===== config.mk =====
export PLATFORM = sky130hd
export DESIGN_NAME = sipo_framed
export DESIGN_NICKNAME = d
export VERILOG_FILES = /design/src/rtl/sipo_framed.sv
export SDC_FILE = /design/constraint.sdc
export NUM_CORES = 1
export LEC_CHECK = 0
export ABC_AREA = 1
export CAP_MARGIN = 20
export CORE_UTILIZATION = 35
export CTS_BUF_LIST = sky130_fd_sc_hd__clkbuf_8
export DETAILED_ROUTE_END_ITERATION = 8
export PLACE_DENSITY_LB_ADDON = 0.3
export REMOVE_ABC_BUFFERS = 1
export SYNTH_ARGS = -nofsm -noshare
export SYNTH_HDL_FRONTEND = slang
export SYNTH_SLANG_ARGS = --single-unit
export TNS_END_PERCENT = 50

===== constraint.sdc =====
create_clock -name clk -period 1.6 [get_ports clk]
set_input_delay 0.48 -clock clk [delete_from_list [all_inputs] [get_ports clk]]
set_output_delay 0.48 -clock clk [all_outputs]
set_load 0.02 [all_outputs]

===== src/rtl/sipo_framed.sv =====
// sipo_framed: parametrised serial-in/parallel-out deserialiser.
//
// Bits qualified by bit_valid are shifted into a WIDTH-bit register, either
// MSB-first (shift left) or LSB-first (shift right). When a word is complete,
// it is loaded into data_out. word_valid pulses for the one cycle that
// follows. start resynchronises the framer and drops any partial word.
//
// Optional feature, enabled by defining SIPO_FRAMED_PARITY_EN:
//   One extra even-parity bit follows each word. The word completes on the
//   parity bit's edge, and parity_err is registered together with data_out.
//   When the macro is undefined, parity_err is tied to 0.

module sipo_framed #(
    parameter int WIDTH     = 8,
    parameter int MSB_FIRST = 1,
    parameter int CW        = $clog2(WIDTH + 1)
) (
    input  logic             clk,
    input  logic             reset,
    input  logic             data_in,
    input  logic             bit_valid,
    input  logic             start,
    output logic [WIDTH-1:0] data_out,
    output logic             word_valid,
    output logic [CW-1:0]    bit_count,
    output logic             busy,
    output logic             parity_err
);

    typedef enum logic [1:0] {
        ST_IDLE,
        ST_SHIFT,
        ST_PAR
    } state_t;

    state_t           state_q, state_d;
    logic [WIDTH-1:0] shift_q, shift_d;
    logic [CW-1:0]    count_q, count_d;
    logic [WIDTH-1:0] data_q, data_d;
    logic             wv_q, wv_d;
`ifdef SIPO_FRAMED_PARITY_EN
    logic             par_q, par_d;
    logic             perr_q, perr_d;
`endif

    // Candidate register values with the incoming bit shifted in: one continues
    // the current word, the other starts a fresh word from an empty register.
    logic [WIDTH-1:0] shifted;
    logic [WIDTH-1:0] fresh;

    // Shift-order selection for continuing and for freshly started words.
    always_comb begin
        if (MSB_FIRST != 0) begin
            shifted = {shift_q[WIDTH-2:0], data_in};
            fresh   = {{(WIDTH-1){1'b0}}, data_in};
        end else begin
            shifted = {data_in, shift_q[WIDTH-1:1]};
            fresh   = {data_in, {(WIDTH-1){1'b0}}};
        end
    end

    // Next-state logic: start first, then accepted bits; idle cycles hold state.
    always_comb begin
        // NOTE: every signal gets a default first so no path leaves it unassigned (no latches).
        state_d = state_q;
        shift_d = shift_q;
        count_d = count_q;
        data_d  = data_q;
        wv_d    = 1'b0;
`ifdef SIPO_FRAMED_PARITY_EN
        par_d   = par_q;
        perr_d  = perr_q;
`endif
        if (start) begin
            state_d = ST_IDLE;
            shift_d = '0;
            count_d = '0;
`ifdef SIPO_FRAMED_PARITY_EN
            par_d   = 1'b0;
`endif
            if (bit_valid) begin
                state_d = ST_SHIFT;
                shift_d = fresh;
                count_d = CW'(1);
`ifdef SIPO_FRAMED_PARITY_EN
                par_d   = data_in;
`endif
            end
        end else if (bit_valid) begin
            case (state_q)
`ifdef SIPO_FRAMED_PARITY_EN
                ST_PAR: begin
                    data_d  = shift_q;
                    perr_d  = par_q ^ data_in;
                    wv_d    = 1'b1;
                    shift_d = '0;
                    par_d   = 1'b0;
                    state_d = ST_IDLE;
                end
`endif
                default: begin
                    if (count_q == CW'(WIDTH - 1)) begin
                        count_d = '0;
`ifdef SIPO_FRAMED_PARITY_EN
                        shift_d = shifted;
                        par_d   = par_q ^ data_in;
                        state_d = ST_PAR;
`else
                        data_d  = shifted;
                        wv_d    = 1'b1;
                        shift_d = '0;
                        state_d = ST_IDLE;
`endif
                    end else begin
                        count_d = count_q + CW'(1);
                        shift_d = shifted;
                        state_d = ST_SHIFT;
`ifdef SIPO_FRAMED_PARITY_EN
                        par_d   = par_q ^ data_in;
`endif
                    end
                end
            endcase
        end
    end

    // State registers with synchronous reset taking priority over everything.
    always_ff @(posedge clk) begin
        // NOTE: sequential state uses non-blocking assignments so all flops update together.
        if (reset) begin
            state_q <= ST_IDLE;
            shift_q <= '0;
            count_q <= '0;
            data_q  <= '0;
            wv_q    <= 1'b0;
`ifdef SIPO_FRAMED_PARITY_EN
            par_q   <= 1'b0;
            perr_q  <= 1'b0;
`endif
        end else begin
            state_q <= state_d;
            shift_q <= shift_d;
            count_q <= count_d;
            data_q  <= data_d;
            wv_q    <= wv_d;
`ifdef SIPO_FRAMED_PARITY_EN
            par_q   <= par_d;
            perr_q  <= perr_d;
`endif
        end
    end

    assign data_out   = data_q;
    assign word_valid = wv_q;
    assign bit_count  = count_q;
    assign busy       = (count_q != '0) || (state_q == ST_PAR);
`ifdef SIPO_FRAMED_PARITY_EN
    assign parity_err = perr_q;
`else
    assign parity_err = 1'b0;
`endif

endmodule


# [Word-level counts from Yosys, hierarchy flattened]
# Cells that the tools add are included.
[word_totals] register_bits=22
[op_classes] addsub=1 n_mux=13 n_bitwise=2 reduce_logical=5 n_eq_ne=2
[ops] op="2-to-1 mux 7 bit" n=3
[ops] op="2-to-1 mux 4 bit" n=3
[ops] op="2-to-1 mux 1 bit" n=5
[ops] op="adder 4 x 1 -> 4 bit (second input constant)" n=1
[ops] op="equality test 4 x 3 -> 1 bit (second input constant)" n=1
[ops] op="2-to-1 mux 2 bit" n=2
[ops] op="nonzero test 4 bit" n=1
[ops] op="AND reduction 3 bit" n=1
[ops] op="OR reduction 3 bit" n=1
[ops] op="equality test 2 bit (second input constant)" n=1
[ops] op="NOT 1 bit" n=2
[ops] op="nonzero test 2 bit" n=1
[ops] op="logical OR 1 bit" n=1

# [Longest topological paths before layout]
[depth] depth_word=4 mapped_depth=7 depth_no_buf=7

# [Worst setup path before layout]
# OpenSTA, ideal clock, no wires.
[synth_path] kind="reg-to-output" from="register count_q[0] (netlist: bit_count[0])" to="output port busy" required_time_ps=1120 path_buffers=0 path_slack_ps=191 t_arrival_ps=929 stages_incl_launch_ff=4 path_cell_list="dfxtp_1 inv_1 ha_1 nand2_1"
[synth_via] elab_chain_len=2
[synth_lines] item="start: declaration" line="38" text="logic [CW-1:0] count_q, count_d;"
[synth_lines] item="start signal: assignment" line="143" text="count_q <= count_d;"
[synth_lines] item="nonzero test 4 bit" line="156" text="assign busy = (count_q != '0) || (state_q == ST_PAR);"
[synth_lines] item="logical OR 1 bit" line="156"
[synth_lines] item="end: declaration" line="26" text="output logic busy,"
# No other way between the ends.

# [Worst setup path in the final report]
[layout_path] from="register count_q[1] (netlist: bit_count[1])" to="output port bit_count[1]"
[layout_rtl] item="end: declaration" line="25" text="output logic [CW-1:0] bit_count,"
# No word-level cell between the ends.

==> flow_summary.ini <==
[run_status]
run_status = finished, final reports clean

[setup_path]
crit_arrival_ns = 1.07
reg2reg_setup_slack_ns = 0.27
path_max_fanout = 5
critPathKind = register to primary output
worst_setup_path_start_kind = register
cp_data_required_time_ns = 1.12
end_kind = primary output

[grt]
grt_max_degree = 13
grt_pass1_wl_um = 2910
overflow = 0
grt_antenna_before_repair = 0
grt_pass1_vias = 716
grtUsageTotal = 0.153

[sta]
slew_viol_final = 0
period_needed_ns = 1.55
setup_slack_ns = 0.0492
finalCritPeriodShare = 0.969
fmax_mhz = 645
hold_violations = 0
finalHoldWorstSlack_ns = 0.473
rsz0062_at_grt = false
finalSetupViolations = 0
skew_ns = 0.00391

[power]
leakagePower_nw = 0.517
ir_worst_vdd_mv = 0.469
powerDensity_nw_per_um2 = 932
power.total_mw = 1.08

[clock_network]
cts-root-buf = clkbuf_8
clk_latency_ns = 0.26
htree_levels = 1
ctsHoldBuffers = 0
clock_sinks = 20
clkTransAtPathRegs_ns = 0.07
clk_path_buf_depth = 2
tritoncts = yes
numCtsBuffers = 3

[final_layout]
syn2layout_area_growth_pct = 40.3
layout.nets = 143
antenna_cells = 0
fillers = 216
postLayoutCellArea_sq_um = 1160
drive_above_1_share = 0.163

[synth]
synth_largest_area_cell = dfxtp_1
synth_flop_cell = dfxtp_1
ys_top_cells_by_area = dfxtp_1 48%, nand2_1 12%, nor2_1 7.3%, a21oi_1 6.6%, ha_1 3.0%
yosysWarnings = 0
synth_area_sq_um = 828
postSynthAreaPerCell_sq_um = 7.89
synth-seq-area-share = 0.483
synth_most_common_cell = nand2_1
synth_xor_area_frac = 0
synth_compound_area_frac = 0.121
synth_fa_ha_area_frac = 0.0302
synth-seq-cells = 20
synth_top_family_by_area = simple AND/OR/NAND/NOR gates
synth-simple-area-share = 0.304
netlist_instances = 105
synthTopCellsByCount = 27 x nand2_1, 20 x dfxtp_1, 16 x nor2_1
ys_types = 19
synth_edf_count = 0
yosys.area.top_type_share = 0.483
synth-async-reset-ratio = 0
synth.area.mux_share = 0

[route]
routed_wl_um = 1660
drc_errors = 0
ant_nets = 0
drt-initial-drc-count = 13
drt-pass1-iter-count = 4
vias = 750
routed_via_density = 4.60
wire_per_inst_um = 10.2

[placement]
place_area_sq_um = 1110
gp_congestion = 0.731
place_ws_ns = -0.111
dp_hpwl_um = 1250
portBuffers = 18

[floorplan]
die_x_um = 50.6
ios = 20
dieHeight_um = 50.6
core-area_sq_um = 2210
start_util = 0.374
die-area_sq_um = 2560
fp-row-count = 17

[job]
max_cap_viol_count = 0

[hold_path]
hold_path_class = register to register
cell usage in the layout (no fill, tap or decap), drive strengths merged:
cell,n
clkdlybuf4s50,4
ha,2
clkbuf,3
clkinv,1
nand2,29
bufinv,1
conb,1
dfxtp,20
nand4,1
a21oi,11
buf,12
dlygate4sd2,13
nand3,3
o21ai,9
nor2,19
inv,6
flip-flops by register name (all words and copies together) (netlist names):
register,cells
bit_count,4
shift_q,7
data_out,8
word_valid,1
layer usage:
layer	vias up	wire length, um	GRT usage
met1	334	741	0.175
met2	17	815	0.273
li1	395	-	-
met4	0	30	0.0833
met3	4	67	0.0182
met5	-	0	0
final cells by class:
type / count / area [sq um] / share of cell area
flip-flops and latches: 20 / 400 / 0.344
multi-input cells: 75 / 380 / 0.327
repair buffers: 29 / 244 / 0.210
clock buffers: 3 / 41.3 / 0.0355
well taps: 28 / 35.0 / 0.0301
inverters: 7 / 31.3 / 0.0269
clock inverters: 1 / 30.0 / 0.0258
worst paths after layout:
check                     from           end  cells past startpoint
setup / recovery  bit_count[1]  bit_count[1]                      2
hold / removal     data_out[0]   data_out[0]                      2
setup reg to reg  bit_count[1]   data_out[3]                      7
hold reg to reg    data_out[0]   data_out[0]                      2
worst max-delay path, stage by stage (launching register included):
cell and delay, ns:
dfxtp_1 0.35, buf_4 0.14, dlygate4sd2_1 0.33
through the flow:
stage	std cells	TNS, ns	util
floorplan	102	0	-
global placement	159	-0.330	0.502
detailed placement	159	-0.612	0.502
CTS	163	-0.0500	0.527
global route	163	0	0.525
finish	163	0	0.525
kinds of logic after synthesis:
kind of cell / Yosys count
AO/OA/AOI/OAI: 20
adder cells (fa/ha/maj): 2
buffers and inverters: 10
flip-flops: 20
other: 1
AND/OR/NAND/NOR: 52
power by group:
group          internal, mW  switching, mW
combinational        0.0367         0.0443
clock                 0.334          0.164
sequential            0.501        0.00265
total                 0.872          0.211
repair_timing:
action / 4_1_cts / 5_1_grt
buffers inserted: 0 / 0
hold endpoints to repair: 0 / 0
pin swaps: 0 / 0
resized for setup: 16 / 2
setup endpoints to repair: 14 / 1
Power figures use the tool's default switching activity.
